**src/rtl/router_pkg.sv**
```systemverilog
// Router header layout, error codes and decap state encoding.
// Shared with the encapsulation path so both sides agree on field offsets.
package router_pkg;

   localparam int TTL_MSB      = 8;
   localparam int TTL_LSB      = 7;
   localparam int PKTNUM_MSB   = 6;
   localparam int PKTNUM_LSB   = 2;
   localparam int SRC_MSB      = 1;
   localparam int SRC_LSB      = 0;
   localparam int DST_ADDR_LSB = 9;

   localparam int HDR_W    = TTL_MSB + 1;
   localparam int TTL_W    = TTL_MSB - TTL_LSB + 1;
   localparam int PKTNUM_W = PKTNUM_MSB - PKTNUM_LSB + 1;

   localparam logic [1:0] ERR_NONE = 2'b00;
   localparam logic [1:0] ERR_SEQ  = 2'b01;
   localparam logic [1:0] ERR_TTL  = 2'b10;

   typedef enum logic [2:0] {
      S_IDLE,
      S_HDR_POP,
      S_HDR_CHK,
      S_ARB_REQ,
      S_PAYLOAD,
      S_PKT_END,
      S_DRAIN
   } decap_state_t;

endpackage

```
**src/rtl/pkt_decap_ctrl_if.sv**
```systemverilog
// FIFO read, arbiter and memory write signals of the decap controller.
// master = controller side, slave = FIFO/arbiter/memory side.
interface pkt_decap_ctrl_if #(
   parameter int AURORA_DATA_WIDTH = 64,
   parameter int ADDR_WIDTH        = 10
);

   logic                         fifo_empty;
   logic                         fifo_rd_en;
   logic [AURORA_DATA_WIDTH-1:0] fifo_rd_data;
   logic                         arbiter_write_req;
   logic                         arbiter_write_gnt;
   logic [ADDR_WIDTH-1:0]        arbiter_dst_addr;
   logic                         mem_we;
   logic [ADDR_WIDTH-1:0]        mem_addr;
   logic [AURORA_DATA_WIDTH-1:0] mem_wdata;

   modport master (
      input  fifo_empty, fifo_rd_data, arbiter_write_gnt,
      output fifo_rd_en, arbiter_write_req, arbiter_dst_addr,
      output mem_we, mem_addr, mem_wdata
   );

   modport slave (
      output fifo_empty, fifo_rd_data, arbiter_write_gnt,
      input  fifo_rd_en, arbiter_write_req, arbiter_dst_addr,
      input  mem_we, mem_addr, mem_wdata
   );

endinterface

```
**src/rtl/decap_hdr_parse.sv**
```systemverilog
// Header word field extraction plus TTL-zero and sequence checks.
module decap_hdr_parse
   import router_pkg::*;
#(
   parameter int ADDR_WIDTH             = 10,
   parameter int RECOGNIZE_ROUTER_WIDTH = 2
) (
   input  logic [DST_ADDR_LSB+ADDR_WIDTH-1:0] hdr_word,
   input  logic [PKTNUM_W-1:0]                expected,
   output logic [HDR_W-1:0]                   header,
   output logic [ADDR_WIDTH-1:0]              dst_addr,
   output logic                               ttl_zero,
   output logic                               seq_err
);

   logic [TTL_W-1:0]                  ttl;
   logic [PKTNUM_W-1:0]               num;
   logic [RECOGNIZE_ROUTER_WIDTH-1:0] src;

   assign ttl      = hdr_word[TTL_MSB:TTL_LSB];
   assign num      = hdr_word[PKTNUM_MSB:PKTNUM_LSB];
   assign src      = RECOGNIZE_ROUTER_WIDTH'(hdr_word[SRC_MSB:SRC_LSB]);
   assign header   = HDR_W'({ttl, num, src});
   assign dst_addr = hdr_word[DST_ADDR_LSB +: ADDR_WIDTH];
   assign ttl_zero = (ttl == '0);
   assign seq_err  = (num != expected);

endmodule

```
**src/rtl/pkt_decap_ctrl.sv**
```systemverilog
// Receive-side decap controller: FIFO -> header check -> arbiter -> memory.
// Optional DECAP_STATS_EN adds saturating good/dropped packet counters.
module pkt_decap_ctrl
   import router_pkg::*;
#(
   parameter int AURORA_DATA_WIDTH      = 64,
   parameter int ADDR_WIDTH             = 10,
   parameter int NUMBER_PACKET          = 19,
   parameter int PAYLOAD_WORDS          = 4,
   parameter int RECOGNIZE_ROUTER_WIDTH = 2
) (
   input  logic                  clk,
   input  logic                  rst_n,
   input  logic                  start_decap_pkt,
   pkt_decap_ctrl_if.master      bus,
   output logic [HDR_W-1:0]      header_pkt_recv,
   output logic [ADDR_WIDTH-1:0] dst_addr_recv,
   output logic                  decap_done,
   output logic                  decap_err,
   output logic [1:0]            err_code
`ifdef DECAP_STATS_EN
   ,
   output logic [15:0]           stat_pkt_ok,
   output logic [15:0]           stat_pkt_drop
`endif
);

   localparam int CNT_W = $clog2(PAYLOAD_WORDS + 1);
   localparam logic [CNT_W-1:0]    CNT_LAST = CNT_W'(PAYLOAD_WORDS);
   localparam logic [PKTNUM_W-1:0] NUM_LAST = PKTNUM_W'(NUMBER_PACKET - 1);

   decap_state_t                 state;
   logic [PKTNUM_W-1:0]          exp_num;
   logic [CNT_W-1:0]             pop_cnt;
   logic                         pop;
   logic [AURORA_DATA_WIDTH-1:0] rd_word;
   logic [HDR_W-1:0]             hdr;
   logic [ADDR_WIDTH-1:0]        dst;
   logic                         ttl_zero;
   logic                         seq_err;

   assign rd_word = bus.fifo_rd_data;

   decap_hdr_parse #(
      .ADDR_WIDTH             (ADDR_WIDTH),
      .RECOGNIZE_ROUTER_WIDTH (RECOGNIZE_ROUTER_WIDTH)
   ) u_parse (
      .hdr_word (rd_word[DST_ADDR_LSB+ADDR_WIDTH-1:0]),
      .expected (exp_num),
      .header   (hdr),
      .dst_addr (dst),
      .ttl_zero (ttl_zero),
      .seq_err  (seq_err)
   );

   // Pop is gated by fifo_empty in the same cycle, and by the pop count
   // so a packet never pulls words belonging to the next one.
   always_comb begin
      pop = 1'b0;
      unique case (state)
         S_HDR_POP:         pop = !bus.fifo_empty;
         S_PAYLOAD, S_DRAIN: pop = !bus.fifo_empty && (pop_cnt != CNT_LAST);
         default:           pop = 1'b0;
      endcase
   end

   assign bus.fifo_rd_en = pop;
   assign bus.mem_wdata  = bus.mem_we ? rd_word : '0;

   always_ff @(posedge clk or negedge rst_n) begin
      if (!rst_n) begin
         state                 <= S_IDLE;
         exp_num               <= '0;
         pop_cnt               <= '0;
         bus.arbiter_write_req <= 1'b0;
         bus.arbiter_dst_addr  <= '0;
         bus.mem_we            <= 1'b0;
         bus.mem_addr          <= '0;
         header_pkt_recv       <= '0;
         dst_addr_recv         <= '0;
         decap_done            <= 1'b0;
         decap_err             <= 1'b0;
         err_code              <= ERR_NONE;
`ifdef DECAP_STATS_EN
         stat_pkt_ok           <= '0;
         stat_pkt_drop         <= '0;
`endif
      end else begin
         decap_done <= 1'b0;
         decap_err  <= 1'b0;
         bus.mem_we <= 1'b0;
         unique case (state)
            S_IDLE: begin
               if (start_decap_pkt) begin
                  err_code <= ERR_NONE;
                  exp_num  <= '0;
                  state    <= S_HDR_POP;
               end
            end
            S_HDR_POP: begin
               if (pop) state <= S_HDR_CHK;
            end
            S_HDR_CHK: begin
               header_pkt_recv <= hdr;
               dst_addr_recv   <= dst;
               pop_cnt         <= '0;
               if (ttl_zero) begin
                  err_code <= ERR_TTL;
                  state    <= S_DRAIN;
               end else if (seq_err) begin
                  err_code <= ERR_SEQ;
                  state    <= S_DRAIN;
               end else begin
                  bus.arbiter_write_req <= 1'b1;
                  bus.arbiter_dst_addr  <= dst;
                  state                 <= S_ARB_REQ;
               end
            end
            S_ARB_REQ: begin
               if (bus.arbiter_write_gnt) state <= S_PAYLOAD;
            end
            S_PAYLOAD: begin
               bus.mem_we   <= pop;
               bus.mem_addr <= bus.arbiter_dst_addr + ADDR_WIDTH'(pop_cnt);
               if (pop) pop_cnt <= pop_cnt + 1'b1;
               // Full count here means the last write is on the bus now
               if (pop_cnt == CNT_LAST) begin
                  bus.arbiter_write_req <= 1'b0;
                  state                 <= S_PKT_END;
               end
            end
            S_PKT_END: begin
`ifdef DECAP_STATS_EN
               if (stat_pkt_ok != 16'hFFFF) stat_pkt_ok <= stat_pkt_ok + 16'd1;
`endif
               if (exp_num == NUM_LAST) begin
                  decap_done <= 1'b1;
                  exp_num    <= '0;
                  state      <= S_IDLE;
               end else begin
                  exp_num <= exp_num + 1'b1;
                  state   <= S_HDR_POP;
               end
            end
            S_DRAIN: begin
               if (pop) pop_cnt <= pop_cnt + 1'b1;
               if (pop_cnt == CNT_LAST) begin
`ifdef DECAP_STATS_EN
                  if (stat_pkt_drop != 16'hFFFF)
                     stat_pkt_drop <= stat_pkt_drop + 16'd1;
`endif
                  decap_err <= 1'b1;
                  state     <= S_IDLE;
               end
            end
            default: state <= S_IDLE;
         endcase
      end
   end

endmodule

```
**src/flat_wrapper.sv**
```systemverilog
// flat-port wrapper written by rule: the top's interface ports become plain ports
module pkt_decap_ctrl_flat import router_pkg::*;
#(
   parameter int AURORA_DATA_WIDTH      = 64,
   parameter int ADDR_WIDTH             = 10,
   parameter int NUMBER_PACKET          = 19,
   parameter int PAYLOAD_WORDS          = 4,
   parameter int RECOGNIZE_ROUTER_WIDTH = 2
)
  (clk, rst_n, start_decap_pkt, header_pkt_recv, dst_addr_recv, decap_done, decap_err, err_code, bus_fifo_empty, bus_fifo_rd_data, bus_arbiter_write_gnt, bus_fifo_rd_en, bus_arbiter_write_req, bus_arbiter_dst_addr, bus_mem_we, bus_mem_addr, bus_mem_wdata);
  pkt_decap_ctrl_if #(.AURORA_DATA_WIDTH(AURORA_DATA_WIDTH), .ADDR_WIDTH(ADDR_WIDTH)) bus_i ();
  input  logic clk;
  input  logic rst_n;
  input  logic start_decap_pkt;
  output logic [HDR_W-1:0] header_pkt_recv;
  output logic [ADDR_WIDTH-1:0] dst_addr_recv;
  output logic decap_done;
  output logic decap_err;
  output logic [1:0] err_code;
  input wire logic [$bits(bus_i.fifo_empty)-1:0] bus_fifo_empty;
  input wire logic [$bits(bus_i.fifo_rd_data)-1:0] bus_fifo_rd_data;
  input wire logic [$bits(bus_i.arbiter_write_gnt)-1:0] bus_arbiter_write_gnt;
  output wire logic [$bits(bus_i.fifo_rd_en)-1:0] bus_fifo_rd_en;
  output wire logic [$bits(bus_i.arbiter_write_req)-1:0] bus_arbiter_write_req;
  output wire logic [$bits(bus_i.arbiter_dst_addr)-1:0] bus_arbiter_dst_addr;
  output wire logic [$bits(bus_i.mem_we)-1:0] bus_mem_we;
  output wire logic [$bits(bus_i.mem_addr)-1:0] bus_mem_addr;
  output wire logic [$bits(bus_i.mem_wdata)-1:0] bus_mem_wdata;
  assign bus_i.fifo_empty = bus_fifo_empty;
  assign bus_i.fifo_rd_data = bus_fifo_rd_data;
  assign bus_i.arbiter_write_gnt = bus_arbiter_write_gnt;
  assign bus_fifo_rd_en = bus_i.fifo_rd_en;
  assign bus_arbiter_write_req = bus_i.arbiter_write_req;
  assign bus_arbiter_dst_addr = bus_i.arbiter_dst_addr;
  assign bus_mem_we = bus_i.mem_we;
  assign bus_mem_addr = bus_i.mem_addr;
  assign bus_mem_wdata = bus_i.mem_wdata;
  pkt_decap_ctrl #(.AURORA_DATA_WIDTH(AURORA_DATA_WIDTH), .ADDR_WIDTH(ADDR_WIDTH), .NUMBER_PACKET(NUMBER_PACKET), .PAYLOAD_WORDS(PAYLOAD_WORDS), .RECOGNIZE_ROUTER_WIDTH(RECOGNIZE_ROUTER_WIDTH)) u_core (.clk(clk), .rst_n(rst_n), .start_decap_pkt(start_decap_pkt), .bus(bus_i), .header_pkt_recv(header_pkt_recv), .dst_addr_recv(dst_addr_recv), .decap_done(decap_done), .decap_err(decap_err), .err_code(err_code));
endmodule
```
**config.mk**
```make
export PLATFORM = sky130hd
export DESIGN_NAME = pkt_decap_ctrl_flat
export DESIGN_NICKNAME = d
export VERILOG_FILES = /design/src/rtl/router_pkg.sv /design/src/rtl/pkt_decap_ctrl_if.sv /design/src/rtl/decap_hdr_parse.sv /design/src/rtl/pkt_decap_ctrl.sv /design/src/flat_wrapper.sv
export SDC_FILE = /design/constraint.sdc
export NUM_CORES = 1
export LEC_CHECK = 0
export BUFFER_PORTS_ARGS = -buffer_cell sky130_fd_sc_hd__buf_2
export CAP_MARGIN = 20
export CORE_MARGIN = 2
export CORE_UTILIZATION = 41
export CTS_CLUSTER_DIAMETER = 80
export CTS_CLUSTER_SIZE = 40
export DETAILED_ROUTE_END_ITERATION = 8
export PLACE_DENSITY = 0.76
export SYNTH_ARGS = -nofsm -noshare
export SYNTH_HDL_FRONTEND = slang
export SYNTH_SLANG_ARGS = --single-unit
```
**constraint.sdc**
```tcl
create_clock -name clk -period 2.3 [get_ports clk]
set_input_delay 0.23 -clock clk [delete_from_list [all_inputs] [get_ports clk]]
set_output_delay 0.23 -clock clk [all_outputs]
set_load 0.01 [all_outputs]
```
**After elaboration in Yosys (flattened, before gate mapping)**

Index checks and enable logic that the tools add are counted.

- Flip-flop bits (word level): 56
- Bits of input ports: 69
- Output and inout bits: 110
- Word-level logic and storage cells: 80

- Add/sub/neg operators: 3
- Eq/ne operators: 19
- Muxes and demuxes: 29
- Bitwise gates (word level): 2
- Reduce and logical (&&, ||, !) cells: 15

Operators by type and width:

| cell | count |
|---|---|
| $mux 64 | 1 |
| $mux 3 | 8 |
| $pmux 3 s7 | 1 |
| $eq 3x3->1 const B | 4 |
| $add 10x3->10 | 1 |
| $mux 5 | 2 |
| $ne 2x2->1 const B | 5 |
| $pmux 5 s2 | 1 |
| $mux 1 | 9 |
| $reduce_bool 2->1 | 4 |
| $eq 3x2->1 const B | 2 |
| $mux 2 | 3 |
| $ne 2x1->1 const B | 3 |
| $pmux 3 s2 | 1 |
| $reduce_and 3->1 | 2 |
| $add 5x1->5 const B | 1 |
| $eq 5x5->1 const B | 1 |
| $ne 5x5->1 | 1 |
| $reduce_and 5->1 | 1 |
| $pmux 1 s2 | 2 |
| $pmux 2 s2 | 1 |
| $reduce_and 2->1 | 2 |
| $reduce_and 4->1 | 1 |
| $add 3x1->3 const B | 1 |
| 9 further kinds | 10 |

**Longest topological paths before layout**

- Depth in word-level cells: 5
- Gate-level depth with buffers: 7
- Depth with buffers taken out: 6

**Cells and area by module**

A second synthesis with hierarchy kept.

- Cells, all modules: 329
- Area total of the unflattened synthesis: 3226.8 um2

Modules (own cells, without submodules):

| module | times used | cells each | area each (um2) | seq. area each (um2) |
|---|---|---|---|---|
| pkt_decap_ctrl | 1 | 302 | 3026.7 | 1401.3 |
| decap_hdr_parse | 1 | 27 | 200.2 | 0.0 |

**Worst setup path before layout**

OpenSTA, ideal clock, no wires.

- Path type: flip-flop to flip-flop
- From: register u_core.bus.arbiter_dst_addr[0]
- To: register u_core.bus.mem_addr[6]
- Setup time: 0.134 ns
- Arrival time: 1.543 ns
- Data required time: 2.166 ns
- Setup slack: 0.624 ns
- Cell stages (with the launch flop): 7
- Path buffers: 0
- Period minus slack after synthesis: 1.676 ns
- Cell sequence: dfrtp_1 > ha_1 > fa_1 > a21o_1 > nand4_1 > xor2_1 > o21ai_0

- Cells in the longest elaborated chain, start to end: 1

Ends and longest elaborated chain:

| item | RTL line | RTL |
|---|---|---|
| start: declaration | pkt_decap_ctrl_if.sv:20 | `output fifo_rd_en, arbiter_write_req, arbiter_dst_addr,` |
| start signal: assignment | pkt_decap_ctrl.sv:115 | `bus.arbiter_dst_addr <= dst;` |
| $add 10x3->10 | pkt_decap_ctrl.sv:124 | `bus.mem_addr <= bus.arbiter_dst_addr + ADDR_WIDTH'(pop_cnt);` |
| end signal: assignment | pkt_decap_ctrl.sv:124 |  |
| end: declaration | pkt_decap_ctrl_if.sv:21 | `output mem_we, mem_addr, mem_wdata` |

No other way between the ends.
A chain may end at the register's enable or synchronous reset.

**Worst setup path in the final report**

- From: register u_core.state[0]
- To: output bus_fifo_rd_en

- Cells in the longest elaborated chain, start to end: 3
- Elaborated cells between the ends (all ways): 5
- Classes of those cells: eq/ne (3); mux (1); reduce/logical (1)

Ends and longest elaborated chain:

| item | RTL line | RTL |
|---|---|---|
| start: declaration | pkt_decap_ctrl.sv:32 | `decap_state_t state;` |
| start signal: assignment | pkt_decap_ctrl.sv:72 | `state <= S_IDLE;` |
| start signal: assignment | pkt_decap_ctrl.sv:97 | `state <= S_HDR_POP;` |
| start signal: assignment | pkt_decap_ctrl.sv:101 | `if (pop) state <= S_HDR_CHK;` |
| $eq 3x3->1 | pkt_decap_ctrl.sv:60 | `unique case (state)` |
| $reduce_or 2->1 (no source line) | -- |  |
| $pmux 1 s2 * | pkt_decap_ctrl.sv:60 |  |
| end: declaration | flat_wrapper.sv:23 | `output wire logic [$bits(bus_i.fifo_rd_en)-1:0] bus_fifo_rd_en;` |

Every way passes the cells marked *; elsewhere a longest branch is shown, timed or not.

==> run_summary.xml <==
<?xml version="1.0" encoding="UTF-8"?>
<metrics>
  <group name="logic_synthesis">
    <metric name="combinational_family_with_the_most_area_after_synthesis" unit="">simple AND/OR/NAND/NOR gates</metric>
    <metric name="post-synth-top-area-fraction" unit="">0.451</metric>
    <metric name="synth_compound_gate_area_share" unit="">0.0857</metric>
    <metric name="count_of_state_elements_after_synthesis" unit="">56</metric>
    <metric name="post_synth_and_or_nand_nor_area_fraction" unit="">0.315</metric>
    <metric name="synth_area" unit="um2">3110</metric>
    <metric name="synthMuxAreaShare" unit="">0.0479</metric>
    <metric name="synthesized_area_fraction_occupied_by_adder_cells" unit="">0.0346</metric>
    <metric name="synth.distinct_cells" unit="">43</metric>
    <metric name="synth_area_leader_cell" unit="">dfrtp_1</metric>
    <metric name="yosysSeqAreaShare" unit="">0.451</metric>
    <metric name="synthCells" unit="">336</metric>
    <metric name="syn_avg_cell_area" unit="um2">9.25</metric>
    <metric name="synth.area.top_cells" unit="">dfrtp_1, and2_1, nand2_1, mux2_4, ha_1</metric>
    <metric name="synth-xor-area-share" unit="">0.0338</metric>
    <metric name="synth.net_count" unit="">413</metric>
    <metric name="ys_warn_count" unit="">0</metric>
  </group>
  <group name="worst_hold_path">
    <metric name="worstHoldPathType" unit="">input port to flip-flop</metric>
  </group>
  <group name="timing">
    <metric name="final.setup.worst_slack" unit="ns">0.312</metric>
    <metric name="worst_slew_pin_slew" unit="ns">0.568</metric>
    <metric name="report.final.slew_viol_count" unit="">0</metric>
    <metric name="finalSetupViolations" unit="">0</metric>
    <metric name="final_hold_viol_count" unit="">0</metric>
    <metric name="final_min_period_over_clock_period" unit="">0.865</metric>
    <metric name="setup_total_negative_slack" unit="ns">0</metric>
    <metric name="worst_clock_skew" unit="ns">0.0120</metric>
    <metric name="post-route-min-period" unit="ns">1.99</metric>
    <metric name="rsz0062_at_grt" unit="">no</metric>
    <metric name="max_freq" unit="MHz">503</metric>
    <metric name="timing.max_slew.rel_slack" unit="">0.621</metric>
  </group>
  <group name="floorplan">
    <metric name="core-area" unit="um2">7290</metric>
    <metric name="die-area" unit="um2">8300</metric>
    <metric name="die_height" unit="um">91.1</metric>
    <metric name="initial_utilization" unit="">0.426</metric>
    <metric name="floorplan.rows" unit="">31</metric>
    <metric name="io_pins" unit="">179</metric>
    <metric name="die_width" unit="um">91.1</metric>
  </group>
  <group name="finish">
    <metric name="layout.filler_cells" unit="">690</metric>
    <metric name="final_layout_size_suffix_gt1_frac" unit="">0.412</metric>
    <metric name="area_growth" unit="%">35.3</metric>
    <metric name="regArea" unit="um2">1400</metric>
    <metric name="fin_nets" unit="">586</metric>
    <metric name="layoutNonFillerInstCount" unit="">609</metric>
    <metric name="multi_input_area" unit="um2">1610</metric>
    <metric name="antenna_cells_inserted" unit="">0</metric>
  </group>
  <group name="flow_run">
    <metric name="max_cap_viol_count" unit="">0</metric>
  </group>
  <group name="cts">
    <metric name="ctsHoldBuffers" unit="">1</metric>
    <metric name="path_clk_slew" unit="ns">0.10</metric>
    <metric name="postCtsResizedCells" unit="">0</metric>
    <metric name="cts.sink_count" unit="">56</metric>
    <metric name="cts_buffers" unit="">5</metric>
    <metric name="worstSkewPairLatency" unit="ns">0.31</metric>
    <metric name="clock_path_buffers" unit="">2</metric>
    <metric name="cts_tree" unit="">done</metric>
    <metric name="ctsRootBufferMaster" unit="">clkbuf_8</metric>
    <metric name="cts_setup_buffers" unit="">0</metric>
    <metric name="clock_tree.htree_level_count" unit="">2</metric>
  </group>
  <group name="global_routing">
    <metric name="grt_pass1_wl" unit="um">14100</metric>
    <metric name="maximum_number_of_pins_on_one_net_before_global_route_repair" unit="">66</metric>
    <metric name="first_global_vias" unit="">2861</metric>
    <metric name="gr-usage-all-layers" unit="">0.207</metric>
    <metric name="antenna_found_initial" unit="">0</metric>
    <metric name="grt-ovfl-total" unit="">0</metric>
  </group>
  <group name="drt">
    <metric name="detailedRoute.firstPassIterationCount" unit="">4</metric>
    <metric name="route.vias.total" unit="">2921</metric>
    <metric name="route.antenna.remaining_nets" unit="">0</metric>
    <metric name="vias_per_cell" unit="">4.80</metric>
    <metric name="detail_route.drc_violations" unit="">0</metric>
    <metric name="routed_wire_length_per_instance" unit="um">14.1</metric>
    <metric name="route.final.wire_length" unit="um">8610</metric>
    <metric name="drtIter0Drc" unit="">99</metric>
  </group>
  <group name="critical_path">
    <metric name="critPathKind" unit="">flip-flop to output port</metric>
    <metric name="worstPathRequired" unit="ns">2.07</metric>
    <metric name="critPathMaxFanout" unit="">16</metric>
    <metric name="worstPathArrival" unit="ns">1.76</metric>
    <metric name="cp-end-kind" unit="">output port</metric>
    <metric name="cp-start-kind" unit="">flip-flop</metric>
  </group>
  <group name="place">
    <metric name="dp_hpwl" unit="um">6700</metric>
    <metric name="placement.setup.worst_slack" unit="ns">0.438</metric>
    <metric name="port-buffer-count" unit="">178</metric>
    <metric name="gp_congestion" unit="">0.805</metric>
    <metric name="dpl.cell_count" unit="">600</metric>
  </group>
  <group name="power">
    <metric name="total_leakage_power" unit="uW">0.00246</metric>
    <metric name="vdd.ir_drop.worst" unit="mV">0.523</metric>
    <metric name="power_per_cell_area" unit="nW/um2">1020</metric>
  </group>
  <group name="status">
    <metric name="run_status" unit="">finished, final reports clean</metric>
  </group>
</metrics>
[critical path, stage by stage, from the launching register on]
cell and delay (ns):
dfrtp_1 0.60, or3b_2 0.50, a21oi_1 0.19, buf_2 0.17
[power by group]
part           switching, uW  total [uW]  internal (uW)
logic                    996        1840            843
registers                396        1780           1390
clock network            329         659            330
total                   1720        4280           2560
[synthesized netlist by cell type, drive strengths merged]
cell and n:
o31ai 1, a211oi 2, nor2b 2, fa 1
a32o 1, nor2 4, nand4bb 1, xor2 7
nor4 1, nor3b 4, nor4bb 1, and3 3
o2bb2ai 3, o21ai 17, o21bai 3, nand3 7
o41ai 1, dfrtp 56, and4b 1, ha 7
mux2 10, nand2 82, and2 66, nand2b 4
a21o 6, o221a 1, a31o 1, a21oi 4
and4 1, inv 4, clkbuf 15, buf 4
xnor2 5, o22ai 1, or3b 4, or2 1
mux2i 1, nand4 2, nor3 1
[layer usage]
metal	vias to the layer above	part of all wire	global-route usage
li1	1450	-	-
met1	1350	0.45	0.285
met2	114	0.47	0.335
met3	7	0.077	0.0515
met4	0	0.0074	0.0429
met5	-	0	0
[area by class of cell]
| cell class | count | share of cell area |
|---|---|---|
| timing repair buffer | 185 | 0.225 |
| multi-input combinational | 257 | 0.382 |
| sequential | 56 | 0.333 |
| tap | 99 | 0.0295 |
| inverter | 4 | 0.00357 |
| clock buffer | 6 | 0.0173 |
| clock inverter | 2 | 0.00922 |
[through the flow]
step                      area (um2)   util  total power [uW]  hold slack (ns)
final                           4210  0.577              4280            0.116
after global routing            4210  0.577              4640            0.128
after CTS                       4210  0.577              4320            0.113
after detailed placement        4080  0.560              3650            0.247
after global placement          4080  0.560              3590            0.248
after floorplan                 3110      -              2900          -0.0656
[cell usage in the layout (no fill, tap or decap), types with 2 or more instances in the layout]
master,netlist,routed
nor3b_1,4,4
or3b_2,4,4
a211oi_1,2,2
a21oi_1,4,4
nand4_1,2,2
nand3_1,7,7
and2_1,66,66
mux2_2,3,3
xor2_1,7,7
ha_1,7,7
inv_1,4,4
nand2_1,81,81
o21bai_1,3,3
nor2b_1,2,2
and3_1,3,3
dfrtp_1,56,56
nand2b_1,4,4
xnor2_1,5,5
o21ai_0,17,17
buf_4,1,6
a21o_1,6,6
nor2_1,4,4
mux2_4,7,7
buf_2,2,178
clkbuf_8,0,5
o2bb2ai_1,3,3
[path summary, 6_finish.rpt]
kind / cells past startpoint / endpoint / startpoint / slack, ns
max: 3 / bus_fifo_rd_en / u_core.state[0] / 0.31
min: 3 / u_core.header_pkt_recv[1] / bus_fifo_rd_data[1] / 0.12
max reg2reg: 4 / u_core.bus.arbiter_dst_addr[6] / u_core.state[0] / 0.43
min reg2reg: 2 / u_core.bus.mem_addr[6] / u_core.bus.mem_addr[6] / 0.49
max in group asynchronous: 3 / u_core.exp_num[0] / rst_n / 1.18
min in group asynchronous: 2 / u_core.bus.mem_addr[5] / rst_n / 0.44
[cells by family (layout without fill, tap and decap cells)]
kind of cell,after synthesis,count (layout)
muxes,11,11
DFF,56,56
AOI/OAI and AO/OA,41,41
and+or+nand+nor,185,185
xor gates and xnor gates,12,12
buffers and inverters,23,197
adders and majority gates,8,8
[registers in the layout, summed over array words and instances (netlist names), 2 cells and up]
| register | cells |
|---|---|
| u_core.exp_num | 5 |
| u_core.bus.arbiter_dst_addr | 10 |
| u_core.state | 3 |
| u_core.bus.mem_addr | 10 |
| u_core.pop_cnt | 3 |
| u_core.header_pkt_recv | 9 |
| u_core.err_code | 2 |
| u_core.dst_addr_recv | 10 |
(Power assumes the default switching activity.)
